--- src/rtl/sort_drain.sv ---
// sort_drain: reads the sorted memory from address 0 to n-1 after the sorter goes idle,
// streams each word out on a valid/ready port and checks the order in-line.
// The check gives a pass/fail flag and a count of inversions, where an inversion is an adjacent pair with prev > curr.
// Latency: start -> mem_ren 1 cycle, -> first out_valid 3 cycles. One word per 3 cycles at out_ready=1.
// Backpressure: while out_ready=0 the word is held on out_data and no new read is issued.
//
// Ports:
//   c_clk, rst      clock, synchronous active-high reset
//   start, n        begin a drain of n words (n clamped to memory depth); start sampled only when idle
//   mem_addr/ren    read request to the shared single-port sort memory
//   mem_rdata       registered RAM data, valid the cycle after mem_ren
//   out_data/valid/ready   streamed word
//   busy, done      busy outside idle; done is a one-cycle completion pulse
//   sorted_ok, inversions  order-check result, held until the next accepted start
module sort_drain #(
    parameter int DATAWIDTH = 32,
    parameter int ADDRWIDTH = 8
) (
    input  logic                 c_clk,
    input  logic                 rst,
    input  logic                 start,
    input  logic [DATAWIDTH-1:0] n,
    output logic [ADDRWIDTH-1:0] mem_addr,
    output logic                 mem_ren,
    input  logic [DATAWIDTH-1:0] mem_rdata,
    output logic [DATAWIDTH-1:0] out_data,
    output logic                 out_valid,
    input  logic                 out_ready,
    output logic                 busy,
    output logic                 done,
    output logic                 sorted_ok,
    output logic [DATAWIDTH-1:0] inversions
);

    localparam int DEPTH = 1 << ADDRWIDTH;
    localparam logic [ADDRWIDTH:0] DEPTH_CNT = {1'b1, {ADDRWIDTH{1'b0}}};

    // S_ZERO holds one cycle for an empty drain so that done falls two cycles after start.
    typedef enum logic [2:0] {
        S_IDLE,
        S_ZERO,
        S_READ,
        S_WAIT,
        S_PRESENT,
        S_DONE
    } state_t;

    state_t               state;
    // idx has one extra bit so a full-depth drain ends at DEPTH without wrapping to 0
    logic [ADDRWIDTH:0]   idx;
    logic [ADDRWIDTH:0]   n_lat;
    logic [ADDRWIDTH:0]   n_clamp;
    logic [ADDRWIDTH:0]   idx_next;
    logic [DATAWIDTH-1:0] prev;
    logic                 have_prev;   // prev holds a word from this drain

    always_comb begin
        n_clamp = n[ADDRWIDTH:0];
        if (n > DATAWIDTH'(DEPTH)) begin
            n_clamp = DEPTH_CNT;
        end
    end

    assign idx_next = idx + 1'b1;

    always_ff @(posedge c_clk) begin
        if (rst) begin
            state      <= S_IDLE;
            idx        <= '0;
            n_lat      <= '0;
            prev       <= '0;
            have_prev  <= 1'b0;
            out_data   <= '0;
            sorted_ok  <= 1'b1;
            inversions <= '0;
        end else begin
            case (state)
                S_IDLE: begin
                    if (start) begin
                        n_lat      <= n_clamp;
                        idx        <= '0;
                        inversions <= '0;
                        have_prev  <= 1'b0;
                        sorted_ok  <= 1'b1;
                        state      <= (n_clamp == '0) ? S_ZERO : S_READ;
                    end
                end
                S_ZERO: begin
                    state <= S_DONE;
                end
                S_READ: begin
                    state <= S_WAIT;
                end
                S_WAIT: begin
                    out_data <= mem_rdata;
                    if (have_prev && (prev > mem_rdata)) begin
                        if (inversions != {DATAWIDTH{1'b1}}) begin
                            inversions <= inversions + 1'b1;
                        end
                        sorted_ok <= 1'b0;
                    end
                    prev      <= mem_rdata;
                    have_prev <= 1'b1;
                    state     <= S_PRESENT;
                end
                S_PRESENT: begin
                    if (out_ready) begin
                        idx   <= idx_next;
                        state <= (idx_next == n_lat) ? S_DONE : S_READ;
                    end
                end
                S_DONE: begin
                    state <= S_IDLE;
                end
                default: begin
                    state <= S_IDLE;
                end
            endcase
        end
    end

    // All outputs come from registers only; none depends combinationally on an input.
    assign mem_ren   = (state == S_READ);
    assign mem_addr  = idx[ADDRWIDTH-1:0];
    assign out_valid = (state == S_PRESENT);
    assign busy      = (state != S_IDLE);
    assign done      = (state == S_DONE);

endmodule
--- config.mk ---
export PLATFORM = sky130hd
export DESIGN_NAME = sort_drain
export DESIGN_NICKNAME = d
export VERILOG_FILES = /design/src/rtl/sort_drain.sv
export SDC_FILE = /design/constraint.sdc
export NUM_CORES = 1
export LEC_CHECK = 0
export ABC_AREA = 1
export CAP_MARGIN = 10
export CORE_ASPECT_RATIO = 1.2
export CORE_UTILIZATION = 53
export DETAILED_ROUTE_END_ITERATION = 10
export PLACE_DENSITY = 0.86
export SETUP_SLACK_MARGIN = 0.15
export SYNTH_ARGS = -nofsm -noshare
export SYNTH_HDL_FRONTEND = slang
export SYNTH_SLANG_ARGS = --single-unit
--- constraint.sdc ---
create_clock -name c_clk -period 5 [get_ports c_clk]
set_clock_uncertainty 0.2 [all_clocks]
set_input_delay 1 -clock c_clk [delete_from_list [all_inputs] [get_ports c_clk]]
set_output_delay 1 -clock c_clk [all_outputs]
set_load 0.02 [all_outputs]
==> reports/metrics.yaml, run 1 <==
hold_viol: 0
nNetsFinal: 1009
ys_types: 40
cts_inserted_buffers: 9
fp.dieW_microns: 94.9
grt_pass1_vias: 5283
seq_area_frac_synth_pct: 31.7
clk_path_buf_depth: 2
drcViolationCount: 0
gr-usage-all-layers_pct: 27.8
worstRegToRegCells: 12
root_buffer: "clkbuf_16"
r2r-end: "inversions[9]$_SDFFE_PP0P_"
clk_pin_slew_ns: 0.07
end_kind: "flop"
diodes: 0
routedWlPerCell_microns: 13.8
syn-num-nets: 890
die_y_microns: 113
netlist_area_sq_um: 5490
final_common_cell: "nand2_1"
power_leakage_nw: 2.64
fin_tns_setup_ns: 0
required_ns: 4.99
async_flop_share_pct: 0
postCtsResizedCells: 0
worstPathArrival_ns: 3.38
synth_xor_xnor_area_share_pct: 5.63
synth-compound-area-share_pct: 15.1
yosys_warnings: 0
grt_max_degree: 66
critPathKind: "in -> reg"
synth-simple-area-share_pct: 30.3
cellPowerDensity_nw_per_um2: 264
dp_hpwl_microns: 10500
worstMarginPinSlew_ns: 1.01
firstDrtPassIters: 5
antenna_found_initial: 0
gp_congestion: 0.920
start_util_pct: 54.6
syn_area_per_cell_sq_um: 6.97
die_area_sq_um: 10800
n_fill_cell: 783
rsz0062_at_grt: "no"
outcome: "complete, no violations"
fmax_ghz: 0.295
ioPinCount: 145
first_iter_violations: 298
ys_ff_latch: 87
synthAdderAreaFrac_pct: 7.75
layout_common_cells: "nand2_1, clkdlybuf4s50_1, dfxtp_1"
startpoint_type: "primary input"
clkSinkCount: 87
clkLatencyLatePin_ns: 0.35
numPortBuffers: 144
h-tree-depth: 3
relSlewSlack_pct: 33.0
placed_cells: 1022
crit_top_cell: "nand2_1"
vias: 5631
hp-start: "sorted_ok$_SDFFE_PP1P_"
drive_gt1_share_pct: 6.58
postCtsSetupBuffers: 0
postLayoutCoreUtil_pct: 71.3
muxShareOfSynthArea_pct: 0
crit_path_cell_trace: "clkdlybuf4s50_1, inv_1, ha_1, nand2_1, nor2_1, nand4_1, nor3b_2, nand2_1, nand2_1, nand2_1, nand2_4, nand2_8, nand2_1, a21oi_1"
synth_cells: 788
worstReg2RegStart: "prev[23]$_SDFFE_PP0P_"
cts_tree: "done"
syn_to_final_growth_pct: 30.6
period_needed_ns: 3.39
ir_worst_vdd_uv: 162
setup_viol: 0
slowest_delay_ns: 0.47
core_area_sq_um: 10100
drv_slew: 0
hold_depth: 2
rrSetupSlack_ns: 2.46
fin_crit_sh_pct: 67.9
rows: 40
overflow: 0
fin_cells: 1038
grt_pass1_wl_microns: 23900
synth_top_family_by_area: "simple AND/OR/NAND/NOR gates"
synth_enable_flop_cells: 0
routed_wl_microns: 14300
hold_end: "sorted_ok$_SDFFE_PP1P_"
hold_class: "reg -> reg"
cap_violations: 0
cp_max_fo: 32
synth_top_flop_cell: "dfxtp_1"
vias_per_cell: 5.42
slowest_stage: "clkdlybuf4s50_1"
ctsHoldBuffers: 0
ant_nets: 0
==> routing by layer <==
layer	track usage [%]	part of all wire [%]
met5	0	0
met4	14.3	3.8
met3	5.00	5.0
met2	46.2	48
met1	33.9	43
==> where the power goes <==
part / switching (mW) / internal, mW
sequential: 0.0275 / 0.729
clock: 0.292 / 0.352
combinational: 0.303 / 0.191
==> cells in the mapped netlist, types with 14 or more instances <==
cell / instances / share of area, %
nand2_1: 168 / 11
dfxtp_1: 87 / 32
a21oi_1: 83 / 7.6
inv_1: 79 / 5.4
nor2_1: 77 / 5.3
nand3_1: 48 / 4.4
o21ai_0: 40 / 3.6
ha_1: 34 / 7.7
nor3_1: 21 / 1.9
clkbuf_1: 17 / 1.2
xor2_1: 16 / 2.6
xnor2_1: 14 / 2.2
==> flip-flops by register name, summed over array words and instances (netlist names) <==
| name | count |
|---|---|
| inversions | 32 |
| n_lat | 9 |
| have_prev | 1 |
| state | 3 |
| sorted_ok | 1 |
| idx | 9 |
| prev | 32 |
==> worst max-delay path by stage <==
stage,slack (ns),cells after the start,from,to
5_1_grt,1.36,14,mem_rdata[23],inversions[7]$_SDFFE_PP0P_
3_3_place_gp,1.38,14,mem_rdata[23],inversions[6]$_SDFFE_PP0P_
6_report,1.61,14,mem_rdata[23],inversions[9]$_SDFFE_PP0P_
2_1_floorplan,2.27,14,mem_rdata[23],inversions[29]$_SDFFE_PP0P_
3_5_place_dp,1.28,14,mem_rdata[23],inversions[15]$_SDFFE_PP0P_
4_1_cts,1.63,14,mem_rdata[23],inversions[15]$_SDFFE_PP0P_
==> kinds of logic (layout without fill, tap and decap cells) <==
kind of cell | count (synthesis) | in the layout
simple gates | 366 | 366
compound gates | 151 | 151
flops | 87 | 87
fa+ha+maj | 34 | 34
buf+inv | 118 | 242
xor+xnor | 32 | 32
==> critical path, delay by kind of cell <==
family / cells / cell delay, ns
AND/OR/NAND/NOR: 10 / 1.48
buffers and inverters: 2 / 0.53
AO/OA/AOI/OAI: 1 / 0.06
adder cells (fa/ha/maj): 1 / 0.30
==> final cells by class <==
cell class                      count  area (sq um)  area share (%)
Multi-Input combinational cell    583          3230            45.1
Sequential cell                    87          1740            24.3
Timing Repair Buffer              146          1450            20.2
Inverter                           80           300            4.19
Clock buffer                       10           239            3.33
Tap cell                          126           158            2.20
Clock inverter                      6          45.0           0.628
==> metrics by stage <==
step,total power [mW],worst slack (ns),cell area [sq um],hold slack [ns]
floorplan,1.10,2.27,5490,0.230
global placement,1.25,1.38,6880,0.262
detailed placement,1.26,1.28,6880,0.254
CTS,1.90,1.63,7170,0.265
global route,1.99,1.36,7170,0.278
finish,1.89,1.61,7170,0.270
Power figures use the tool's default switching activity.
==> run 2: changes to the inputs <==
CORE_UTILIZATION = 45   (was 53)
PLACE_DENSITY = 0.78   (was 0.86)
clock period = 3.01 ns   (was 5 ns; I/O delays follow)
==> run 2 against run 1 <==
Compared with the run above:
- wire length grew 6.9%
- register-to-register slack worse by 1.9 ns
- sequential share of layout area fell by 0.76 points
- clock power up 85%
- final area up 3.2%
- power rose by 76%
- largest power group unchanged
- count of clock-buffer cells in the layout grew 2
==> reports/metrics.yaml, run 2 (same netlist as run 1, synthesis figures left out) <==
diodes: 0
hold_class: "reg -> reg"
fin_crit_sh_pct: 89.7
cap_violations: 0
ir_worst_vdd_uv: 274
antenna_found_initial: 0
drcViolationCount: 0
slowest_stage: "clkdlybuf4s50_1"
drive_gt1_share_pct: 7.83
gp_congestion: 0.934
layout_common_cells: "nand2_1, clkdlybuf4s50_1, dfxtp_1"
startpoint_type: "primary input"
ant_nets: 0
slowest_delay_ns: 0.45
crit_path_cell_trace: "clkdlybuf4s50_1, inv_1, ha_1, nand2_1, nor2_1, nand4_1, nor3b_2, nand2_1, nand2_1, nand2_2, nand2_8, clkbuf_16, nand3_1, a21oi_2"
start_util_pct: 46.8
dp_hpwl_microns: 11100
grt_pass1_wl_microns: 24600
cts_inserted_buffers: 9
vias_per_cell: 5.20
clk_path_buf_depth: 2
required_ns: 3.09
fin_cells: 1077
cp_max_fo: 7
hold_viol: 0
worstMarginPinSlew_ns: 0.671
cts_tree: "done"
n_fill_cell: 1081
drv_slew: 0
core_area_sq_um: 11700
routedWlPerCell_microns: 14.2
grt_max_degree: 64
end_kind: "flop"
ctsHoldBuffers: 0
setup_viol: 0
rsz0062_at_grt: "yes"
fmax_ghz: 0.371
crit_top_cell: "nand2_1"
placed_cell_area_sq_um: 6980
cellPowerDensity_nw_per_um2: 451
placed_cells: 1057
fin_tns_setup_ns: 0
worstPathArrival_ns: 2.78
routed_wl_microns: 15300
rows: 43
place_ws_ns: -0.0102
whs_ns: 0.270
nNetsFinal: 1017
root_buffer: "clkbuf_16"
critPathKind: "in -> reg"
grt_pass1_vias: 5294
gr-usage-all-layers_pct: 24.8
power_leakage_nw: 2.75
vias: 5598
seq_area_sq_um: 1740
first_iter_violations: 221
h-tree-depth: 3
period_needed_ns: 2.70
syn_to_final_growth_pct: 34.8
cp.buffers_inverters: 3
multiInputGateArea_sq_um: 3280
final_common_cell: "nand2_1"
numPortBuffers: 144
clkSinkCount: 87
ioPinCount: 145
top_regs: "inversions (32), prev (32)"
die_y_microns: 123
overflow: 0
clk_pin_slew_ns: 0.06
relSlewSlack_pct: 55.1
setup_slack_ns: 0.311
clkLatencyLatePin_ns: 0.35
design_area_sq_um: 7400
firstDrtPassIters: 5
die_area_sq_um: 12600
outcome: "complete, no violations"
fp.dieW_microns: 103
postCtsSetupBuffers: 0
crit_family: "simple AND/OR/NAND/NOR gates"
run 2: changes by cell type in the layout (fill, tap and decap cells not counted), sizes merged:
cell,delta
inv,-1
buf,+5
nand2,+1
clkinv,+1
clkbuf,+4
bufinv,+1
clkinvlp,-3
run 2: what timing repair did:
action / CTS / global route
endpoints found under the hold margin: 0 / 0
resized for setup: 0 / 6
endpoints found under the setup margin: 0 / 14
run 2: metrics by stage:
stage	utilization [%]	total power, mW
after CTS	62.2	3.30
after floorplan	-	1.83
after global placement	59.5	2.11
after detailed placement	59.5	2.12
final	63.1	3.34
after global routing	63.1	3.49
run 2: path summary, 6_finish.rpt:
path | from | to | slack, ns | depth (start not counted)
max | mem_rdata[21] | inversions[26]$_SDFFE_PP0P_ | 0.31 | 14
min | sorted_ok$_SDFFE_PP1P_ | sorted_ok$_SDFFE_PP1P_ | 0.27 | 2
max reg2reg | inversions[1]$_SDFFE_PP0P_ | inversions[1]$_SDFFE_PP0P_ | 0.59 | 11
min reg2reg | sorted_ok$_SDFFE_PP1P_ | sorted_ok$_SDFFE_PP1P_ | 0.27 | 2
run 2: layout make-up:
type | instances | share of cell area (%)
Clock buffer | 12 | 3.60
Clock inverter | 4 | 0.710
Inverter | 80 | 4.06
Multi-Input combinational cell | 584 | 44.3
Sequential cell | 87 | 23.5
Tap cell | 157 | 2.65
Timing Repair Buffer | 153 | 21.2
run 2: worst reg2reg max path: stages (launching register included):
cell     delay (ns)
dfxtp_1        0.44
ha_1           0.23
nand2_2        0.12
nor2_4         0.16
nand2_2        0.12
nor2_4         0.15
nand2_1        0.10
nand2_2        0.11
nand2_4        0.25
nand2_8        0.27
nand2_1        0.08
a21oi_1        0.12
run 2: per-layer routing:
layer / vias to the layer above / GRT usage [%] / routed length, microns
met3: 34 / 4.30 / 699
met5: - / 0 / 0
met4: 0 / 10.6 / 476
met1: 2583 / 31.1 / 6770
li1: 2836 / - / -
met2: 145 / 41.7 / 7370
run 2: report_power, final:
| group | switching, mW | total (mW) | internal [mW] |
|---|---|---|---|
| logic | 0.542 | 0.889 | 0.347 |
| registers | 0.0466 | 1.26 | 1.21 |
| clock network | 0.478 | 1.19 | 0.713 |
